<file path="src/rtl/mux_n1_rr_reg_pkg.sv">
// -----------------------------------------------------------------------------
// mux_n1_rr_reg_pkg
// Shared definitions for the N:1 registered round-robin multiplexer.
//   mode_e : selection mode carried on mode_in
//            MODE_FIXED - take the channel addressed by sel_in
//            MODE_RR    - take the next valid channel after the last grant
// -----------------------------------------------------------------------------
package mux_n1_rr_reg_pkg;

   typedef enum logic {
      MODE_FIXED = 1'b0,
      MODE_RR    = 1'b1
   } mode_e;

endpackage : mux_n1_rr_reg_pkg

</file>
<file path="src/rtl/mux_n1_rr_reg_rr_pick.sv">
// -----------------------------------------------------------------------------
// rr_pick
// Rotating-priority finder. Purely combinational.
// The search starts at ptr_i+1 and wraps from CHANNELS-1 to 0. The channel
// at ptr_i itself has the lowest priority.
// Ports:
//   ptr_i   in  SEL_W     last granted channel
//   valid_i in  CHANNELS  per-channel request
//   found_o out 1         at least one request is set
//   index_o out SEL_W     winning channel (0 when found_o=0)
// -----------------------------------------------------------------------------
module rr_pick
#(
   parameter  int CHANNELS = 4,
   localparam int SEL_W    = $clog2(CHANNELS)
) (
   input  logic [SEL_W-1:0]    ptr_i,
   input  logic [CHANNELS-1:0] valid_i,
   output logic                found_o,
   output logic [SEL_W-1:0]    index_o
);

   logic [SEL_W-1:0] idx;

   // The scan runs from the farthest offset down to the nearest one.
   // The last hit then belongs to the channel closest after ptr_i.
   always_comb begin
      // NOTE: every output of a combinational block gets a default first,
      // so a path that leaves it unassigned cannot infer a latch.
      found_o = 1'b0;
      index_o = '0;
      idx     = '0;
      for (int off = CHANNELS; off >= 1; off--) begin
         idx = SEL_W'((int'(ptr_i) + off) % CHANNELS);
         if (valid_i[idx]) begin
            found_o = 1'b1;
            index_o = idx;
         end
      end
   end

endmodule : rr_pick

</file>
<file path="src/rtl/mux_n1_rr_reg.sv">
// -----------------------------------------------------------------------------
// mux_n1_rr_reg
// N:1 data multiplexer with a registered output and valid/ready handshakes.
// Each cycle it either takes a fixed channel (sel_in) or the next valid
// channel in round-robin order. The word lands in the output register one
// clock later and is held there while the consumer applies backpressure.
//
// Ports:
//   clk        in   1               rising-edge clock
//   rst        in   1               synchronous, active-high reset
//   data_in    in   CHANNELS*WIDTH  channel i at bits [i*WIDTH +: WIDTH]
//   valid_in   in   CHANNELS        per-channel data valid
//   ready_out  out  CHANNELS        per-channel accept, one-hot or zero
//   mode_in    in   1               0 = FIXED (sel_in), 1 = round-robin
//   sel_in     in   SEL_W           channel index used in FIXED mode
//   y_out      out  WIDTH           registered output data
//   y_valid    out  1               y_out holds a word
//   y_ready    in   1               consumer takes y_out this cycle
//   grant_out  out  SEL_W           channel whose word is in y_out
//   y_parity   out  1               ^y_out, registered with y_out
//                                   (present only with MUX_PARITY_EN)
//
// Build option: define MUX_PARITY_EN to add the y_parity output.
// -----------------------------------------------------------------------------
module mux_n1_rr_reg
   import mux_n1_rr_reg_pkg::*;
#(
   parameter  int WIDTH    = 4,
   parameter  int CHANNELS = 4,
   localparam int SEL_W    = $clog2(CHANNELS)
) (
   input  logic                      clk,
   input  logic                      rst,
   input  logic [CHANNELS*WIDTH-1:0] data_in,
   input  logic [CHANNELS-1:0]       valid_in,
   output logic [CHANNELS-1:0]       ready_out,
   input  logic                      mode_in,
   input  logic [SEL_W-1:0]          sel_in,
   output logic [WIDTH-1:0]          y_out,
   output logic                      y_valid,
   input  logic                      y_ready,
   output logic [SEL_W-1:0]          grant_out
`ifdef MUX_PARITY_EN
   ,
   output logic                      y_parity
`endif
);

   // Output register and arbitration pointer
   logic [WIDTH-1:0] y_q, y_d;
   logic             y_valid_q, y_valid_d;
   logic [SEL_W-1:0] grant_q, grant_d;
   logic [SEL_W-1:0] rr_ptr_q, rr_ptr_d;
`ifdef MUX_PARITY_EN
   logic             parity_q, parity_d;
`endif

   logic             rr_found;
   logic [SEL_W-1:0] rr_index;
   logic             cand_found;
   logic [SEL_W-1:0] cand_idx;
   logic [WIDTH-1:0] cand_data;
   logic             load_en;
   logic             xfer;

   rr_pick #(
      .CHANNELS (CHANNELS)
   ) u_rr_pick (
      .ptr_i   (rr_ptr_q),
      .valid_i (valid_in),
      .found_o (rr_found),
      .index_o (rr_index)
   );

   // The output register is free when it is empty or is being drained now.
   assign load_en = !y_valid_q || y_ready;

   // Candidate selection. An out-of-range sel_in never selects anything.
   always_comb begin
      cand_found = 1'b0;
      cand_idx   = '0;
      if (mode_e'(mode_in) == MODE_RR) begin
         cand_found = rr_found;
         cand_idx   = rr_index;
      end else if ((int'(sel_in) < CHANNELS) && valid_in[sel_in]) begin
         cand_found = 1'b1;
         cand_idx   = sel_in;
      end
   end

   assign cand_data = data_in[int'(cand_idx)*WIDTH +: WIDTH];

   // No accept is issued during reset, so a producer never loses a word
   // into a register that is being cleared.
   assign xfer = load_en && cand_found && !rst;

   always_comb begin
      ready_out = '0;
      if (xfer) begin
         ready_out[cand_idx] = 1'b1;
      end
   end

   // Next-state logic
   always_comb begin
      y_d       = y_q;
      y_valid_d = y_valid_q;
      grant_d   = grant_q;
      rr_ptr_d  = rr_ptr_q;
`ifdef MUX_PARITY_EN
      parity_d  = parity_q;
`endif
      if (load_en) begin
         if (cand_found) begin
            y_d       = cand_data;
            y_valid_d = 1'b1;
            grant_d   = cand_idx;
            // The pointer follows grants in both modes. A later switch to
            // round-robin then resumes after the last granted channel.
            rr_ptr_d  = cand_idx;
`ifdef MUX_PARITY_EN
            parity_d  = ^cand_data;
`endif
         end else begin
            // The old word, if any, was consumed and nothing replaces it.
            // Data and grant keep their last values.
            y_valid_d = 1'b0;
         end
      end
   end

   always_ff @(posedge clk) begin
      // NOTE: state registers use non-blocking assignments. Every flop then
      // samples its pre-edge value, however the blocks are ordered.
      if (rst) begin
         y_q       <= '0;
         y_valid_q <= 1'b0;
         grant_q   <= '0;
         rr_ptr_q  <= SEL_W'(CHANNELS - 1);
`ifdef MUX_PARITY_EN
         parity_q  <= 1'b0;
`endif
      end else begin
         y_q       <= y_d;
         y_valid_q <= y_valid_d;
         grant_q   <= grant_d;
         rr_ptr_q  <= rr_ptr_d;
`ifdef MUX_PARITY_EN
         parity_q  <= parity_d;
`endif
      end
   end

   assign y_out     = y_q;
   assign y_valid   = y_valid_q;
   assign grant_out = grant_q;
`ifdef MUX_PARITY_EN
   assign y_parity  = parity_q;
`endif

endmodule : mux_n1_rr_reg
</file>
<file path="config.mk">
export PLATFORM = sky130hd
export DESIGN_NAME = mux_n1_rr_reg
export DESIGN_NICKNAME = d
export VERILOG_FILES = /design/src/rtl/mux_n1_rr_reg_pkg.sv /design/src/rtl/mux_n1_rr_reg_rr_pick.sv /design/src/rtl/mux_n1_rr_reg.sv
export SDC_FILE = /design/constraint.sdc
export NUM_CORES = 1
export LEC_CHECK = 0
export CORE_MARGIN = 2
export CORE_UTILIZATION = 33
export DETAILED_ROUTE_END_ITERATION = 8
export PLACE_DENSITY_LB_ADDON = 0.08
export SYNTH_ARGS = -nofsm -noshare
export SYNTH_HDL_FRONTEND = slang
export SYNTH_SLANG_ARGS = --single-unit
</file>
<file path="constraint.sdc">
create_clock -name clk -period 2.52 [get_ports clk]
set_input_delay 0.63 -clock clk [delete_from_list [all_inputs] [get_ports clk]]
set_output_delay 0.63 -clock clk [all_outputs]
set_load 0.05 [all_outputs]
</file>
==> impl_metrics.tcl, run 1 <==
set metrics [dict create \
    status "finished, violations left" \
    violations "setup timing" \
    fp-row-count 15 \
    cts.sinks 9 \
    fmax_ghz 0.3768 \
    cts.clk_slew.worst_paths_ps 70 \
    drt_iter0_markers 9 \
    clock_tree.buffer_depth 2 \
    overflow 0 \
    dieArea_um2 2256 \
    antenna_found_initial 0 \
    holdCritStartpoint "grant_out[1]$_SDFFE_PP0P_" \
    syn_nets 100 \
    r2r_end "y_out[2]$_SDFFE_PP0P_" \
    drt_drc_violations_left 0 \
    cp-start-kind "input pin" \
    layout_setup_ws_ps -134.3 \
    netlist_instances 74 \
    worst_slew_margin_rel_pct 65.53 \
    path_delay_family "buffers and inverters" \
    hold_class "register to register" \
    holdPathStages 2 \
    cp_slowest_cell "a221oi_4" \
    rr_startpoint "rr_ptr_q[1]$_SDFFE_PP1P_" \
    worst_ir_drop_vdd_v 0.0003533 \
    syn_avg_cell_area_um2 8.437 \
    ant_nets 0 \
    slew_viol_final 0 \
    path_class "input pin to output port" \
    pin_count 37 \
    chipWidth_um 47.50 \
    syn_area_um2 624.3 \
    port_buffers 36 \
    cts_tree "built" \
    fin_worst_skew_ps 2.881 \
    fillCellCount 128 \
    grt_max_degree 12 \
    ctsHtreeMaxLevel 1 \
    wire_per_inst_um 13.50 \
    hold_viol 0 \
    power_density_nw_per_um2 447.1 \
    totalWireLength_um 2201 \
    worst-r2r-setup-slack_ps 420 \
    insertion_delay_ps 270 \
    p_leak_uw 0.0006061 \
    min_period_ps 2654 \
    start_util_pct 35.77 \
    grtUsageTotal_pct 21.04 \
    seq_area_frac_synth_pct 28.86 \
    dpl.hpwl_um 1634 \
    critPathMaxStageDelay_ps 370 \
    fin_tns_setup_ps -415.8 \
    grt_pass1_vias 754 \
    cts_hold_buffers 0 \
    dr.pass1.iters 4 \
    total_power_uw 610.8 \
    synth_seq_cells 9 \
    cts_made_buffers 3 \
    viasPerCell 5.086 \
    die_h_um 47.50 \
    synth_compound_area_share_pct 21.84 \
    crit_buf_inv 3 \
    synthToLayoutAreaGrowth_pct 118.8 \
    worstSetupPathDepth 7 \
    reg2regPathDepth 7 \
    min_to "grant_out[1]$_SDFFE_PP0P_" \
    yosysUniqueCellTypes 28 \
    grt_setup_unrepaired "true" \
    routabilityCongestion 0.8066 \
    cp.required_ps 1890 \
    worstPathArrival_ps 2020 \
    synth_top_family_by_area "simple AND/OR/NAND/NOR gates" \
    core-area_um2 1745 \
    synthAdderAreaFrac_pct 0 \
    setup_viol 4 \
    cap_violations 0 \
    critPathMaxFanout 3 \
    ys_warn_count 0 \
    tightest_slew_ps 515.4 \
    synthMuxAreaShare_pct 18.64 \
    vias 829 \
    finalCritPeriodShare_pct 105.3 \
    cts_root_buffer "clkbuf_4" \
    end_kind "output port" \
    antenna_cells 0 \
    layout-drive-gt1-share_pct 42.75 \
    cp_cell_sequence "buf_8 > mux2_4 > buf_6 > a221oi_4 > nand2_4 > nor3_4 > buf_12" \
    grt_pass1_wl_um 3215 \
    yosys.area_share.simple_pct 26.85 \
    synth_xor_area_share_pct 0 \
    nets 165 \
]
## routing by layer
metal	wire length (um)	vias to the layer above	track usage [%]
met4	39	0	10.00
met3	60	4	2.642
met2	1159	23	37.30
met5	0	-	0
met1	941	391	24.94
li1	-	411	-
## layout by cell type (no fill, tap or decap), types with 3 or more instances in the layout
| master | instances |
|---|---|
| clkdlybuf4s50_1 | 25 |
| buf_4 | 24 |
| dfxtp_1 | 9 |
| mux2i_1 | 8 |
| buf_6 | 6 |
| nor2_1 | 5 |
| inv_1 | 4 |
| nor3_1 | 4 |
| nand3b_1 | 4 |
| o221ai_1 | 4 |
| clkbuf_4 | 4 |
| nor2b_1 | 3 |
## worst max-delay path by stage
stage,startpoint,to
global placement,sel_in[0],ready_out[3]
floorplan,sel_in[0],ready_out[2]
finish,sel_in[0],ready_out[0]
detailed placement,sel_in[0],ready_out[3]
global route,sel_in[0],ready_out[0]
CTS,sel_in[0],ready_out[0]
## timing repair
action | in CTS | in global routing
endpoints found under the setup margin | 8 | 4
pin swaps | 5 | 8
setup buffers | 4 | 2
resized for setup | 37 | 15
## report_power, final
part           internal, uW  total (uW)  switching [uW]
Clock                  61.3         116            55.2
Sequential              160         173            13.2
Combinational           162         322             159
## flip-flops by register name (all words and copies together) (netlist names)
register / count
rr_ptr_q: 2
y_out: 4
y_valid: 1
grant_out: 2
## per-stage QoR
stage | util (%) | area (um^2) | cells | hold slack (ps) | setup slack [ps]
after floorplan | - | 706.9 | 74 | 509.0 | -174.2
after detailed placement | 71.54 | 1249 | 153 | 488.6 | -604.7
after global placement | 71.54 | 1249 | 153 | 485.2 | -568.5
after global routing | 78.28 | 1366 | 163 | 516.9 | -183.1
after CTS | 76.27 | 1331 | 161 | 506.2 | -136.9
final | 78.28 | 1366 | 163 | 497.1 | -134.3
## layout make-up
class | count | area [um^2] | share of cell area, %
clock buffer | 4 | 26.28 | 1.923
inverter | 4 | 15.01 | 1.099
multi-input combinational | 59 | 538.0 | 39.38
sequential | 9 | 180.2 | 13.19
tap | 25 | 31.28 | 2.289
timing repair buffer | 62 | 575.6 | 42.12
## Yosys cell counts, drive strengths merged
library cell  instances  area share [%]
a21oi                 1            0.80
o22ai                 2             2.0
o21bai                2             2.4
mux2i                 9              14
or4                   1             1.8
inv                   4             2.4
a32o                  1             1.8
and2                  2             2.0
clkbuf                1            0.60
dfxtp                 9              29
mux2                  2             4.2
nor4                  1             1.0
nor2b                 4             4.0
a22o                  1             1.4
nor4b                 1             1.4
buf                   1            0.80
o221ai                4             5.6
nand2b                1             1.0
nand3b                4             4.8
a221oi                2             2.8
o41a                  1             1.8
nor2                  8             4.8
nor3                  6             4.8
o21ai                 4             3.2
nand2                 2             1.2
## logic make-up after synthesis
logic type / after synthesis
muxes: 11
buffers and inverters: 6
DFF: 9
and+or+nand+nor: 30
AOI/OAI and AO/OA: 18
## worst min-delay path, stage by stage (launching register included)
cell	delay [ps]
dfxtp_1	310
nor2_1	90
nor3_1	50
(Power assumes the default switching activity.)
==> run 2: changes to the inputs <==
--- a/config.mk
+++ b/config.mk
@@ -6,7 +6,8 @@
 export NUM_CORES = 1
 export LEC_CHECK = 0
 export CORE_MARGIN = 2
-export CORE_UTILIZATION = 33
+export CORE_UTILIZATION = 35
+export CTS_BUF_LIST = sky130_fd_sc_hd__clkbuf_2
 export DETAILED_ROUTE_END_ITERATION = 8
 export PLACE_DENSITY_LB_ADDON = 0.08
 export SYNTH_ARGS = -nofsm -noshare
==> constraint.sdc (replaced) <==
create_clock -name clk -period 3.1 [get_ports clk]
set_input_delay 0.775 -clock clk [delete_from_list [all_inputs] [get_ports clk]]
set_output_delay 0.775 -clock clk [all_outputs]
set_load 0.05 [all_outputs]
==> impl_metrics.tcl, run 2 (same netlist as run 1, synthesis figures left out) <==
set metrics [dict create \
    core-area_um2 1708 \
    dr.pass1.iters 3 \
    path_class "input pin to output port" \
    fin_tns_setup_ps 0 \
    clock_tree.buffer_depth 2 \
    synthToLayoutAreaGrowth_pct 98.60 \
    grt_pass1_wl_um 3118 \
    finalCritPeriodShare_pct 96.40 \
    utilization_pct 72.60 \
    start_util_pct 36.56 \
    layout_common_cells "clkdlybuf4s50_1 (25), buf_4 (17), mux2i_1 (9), clkbuf_2 (9), dfxtp_1 (9)" \
    dp.cells 148 \
    end_kind "output port" \
    cts.sinks 9 \
    path_delay_family "compound AO/OA/AOI/OAI gates" \
    hold_class "register to register" \
    fin_worst_skew_ps 1.026 \
    chipWidth_um 46.24 \
    grt.busiest_layer "met2" \
    ant_nets 0 \
    tightest_slew_ps 510.2 \
    worst_ir_drop_vdd_v 0.0002524 \
    use_met3_pct 2.745 \
    port_buffers 36 \
    insertion_delay_ps 230 \
    cts_tree "built" \
    grt_max_degree 12 \
    grtUsageTotal_pct 19.78 \
    die_h_um 46.24 \
    worst_slew_margin_rel_pct 65.88 \
    cp-start-kind "input pin" \
    crit_buf_inv 3 \
    grt_use_met1_pct 21.70 \
    slew_viol_final 0 \
    worstPathArrival_ps 2210 \
    largest_register_ffs 4 \
    final_common_cell "clkdlybuf4s50_1" \
    cap_violations 0 \
    critPathMaxStageDelay_ps 320 \
    ctsHtreeMaxLevel 1 \
    cp_slowest_cell "mux2_4" \
    fmax_ghz 0.3346 \
    pin_count 37 \
    fillCellCount 140 \
    hold_viol 0 \
    critPathMaxFanout 4 \
    dpl.hpwl_um 1608 \
    p_leak_uw 0.0005477 \
    routabilityCongestion 0.8339 \
    vias 779 \
    cp.required_ps 2320 \
    dieArea_um2 2138 \
    antenna_found_initial 0 \
    total_power_uw 448.0 \
    grt_pass1_vias 780 \
    totalWireLength_um 1993 \
    cp_cell_sequence "buf_2 > mux2_4 > a22o_1 > a32o_2 > buf_4 > nor3_4 > buf_12" \
    fp-row-count 15 \
    drt_drc_violations_left 0 \
    grt_setup_unrepaired "false" \
    cts_hold_buffers 0 \
    status "completed" \
    power_density_nw_per_um2 361.3 \
    wire_per_inst_um 12.94 \
    nets 156 \
    cts.clk_slew.worst_paths_ps 90 \
    cts_made_buffers 3 \
    min_period_ps 2988 \
    setup_viol 0 \
    drt_iter0_markers 10 \
    layout-drive-gt1-share_pct 35.66 \
    instances_no_fill 154 \
    met2_usage_pct 37.50 \
    antenna_cells 0 \
    cts_root_buffer "clkbuf_2" \
    viasPerCell 5.058 \
    overflow 0 \
]
-- run 2: cell types whose count changed in the layout (fill, tap and decap cells not counted), moves of 4 or more --
cell / change
clkbuf_2: +8
buf_4: -7
buf_6: -4
clkbuf_4: -4
-- run 2: cell type report --
| class | instances | area (um^2) | share of cell area, % |
|---|---|---|---|
| multi-input cells | 59 | 514.2 | 41.47 |
| repair buffers | 53 | 479.2 | 38.65 |
| flip-flops and latches | 9 | 180.2 | 14.53 |
| well taps | 25 | 31.28 | 2.523 |
| clock buffers | 4 | 20.02 | 1.615 |
| inverters | 4 | 15.01 | 1.211 |
-- run 2: worst min-delay path, stage by stage, from the launching register on --
cell and delay (ps):
dfxtp_1 320, nor2_1 90, nor3_1 50
-- run 2: worst paths after layout --
kind                             startpoint  cells past startpoint  slack [ps]                   endpoint
hold / removal    grant_out[0]$_SDFFE_PP0P_                      2         500  grant_out[0]$_SDFFE_PP0P_
setup reg to reg   rr_ptr_q[1]$_SDFFE_PP1P_                      6        1120      y_out[2]$_SDFFE_PP0P_
setup / recovery                  sel_in[0]                      7         110               ready_out[0]
hold reg to reg   grant_out[0]$_SDFFE_PP0P_                      2         500  grant_out[0]$_SDFFE_PP0P_
-- run 2: per-stage QoR --
| step | hold WS (ps) | area [um^2] | setup slack [ps] |
|---|---|---|---|
| 4_1_cts | 510.3 | 1254 | 1.700 |
| 6_report | 501.8 | 1240 | 111.7 |
| 3_5_place_dp | 492.2 | 1185 | -304.4 |
| 5_1_grt | 533.5 | 1240 | 67.55 |
| 3_3_place_gp | 484.8 | 1185 | -262.5 |
| 2_1_floorplan | 509.0 | 676.9 | 17.99 |
-- run 2: routing by layer --
metal / vias up / share of wire [%]
met5: - / 0
met2: 20 / 55
li1: 392 / -
met1: 365 / 41
met3: 2 / 3.1
met4: 0 / 0.55
-- run 2: repair_timing --
item,CTS,global route
endpoints found under the setup margin,4,4
buffers inserted,2,0
endpoints found under the hold margin,0,0
pin swaps,3,2
gates resized for setup,17,14
-- run 2: power breakdown --
part / leakage, uW / switching, uW / internal (uW)
clock: 0.0000166 / 38.0 / 34.3
sequential: 0.0000746 / 9.79 / 130
combinational: 0.000456 / 123 / 113
==> run 3: changes to the inputs <==
--- a/config.mk
+++ b/config.mk
@@ -5,6 +5,7 @@
 export SDC_FILE = /design/constraint.sdc
 export NUM_CORES = 1
 export LEC_CHECK = 0
+export CAP_MARGIN = 30
 export CORE_MARGIN = 2
 export CORE_UTILIZATION = 35
 export CTS_BUF_LIST = sky130_fd_sc_hd__clkbuf_2
==> results of run 3 <==
Same layout as run 2: the final DEF is identical, and so are final timing and power.
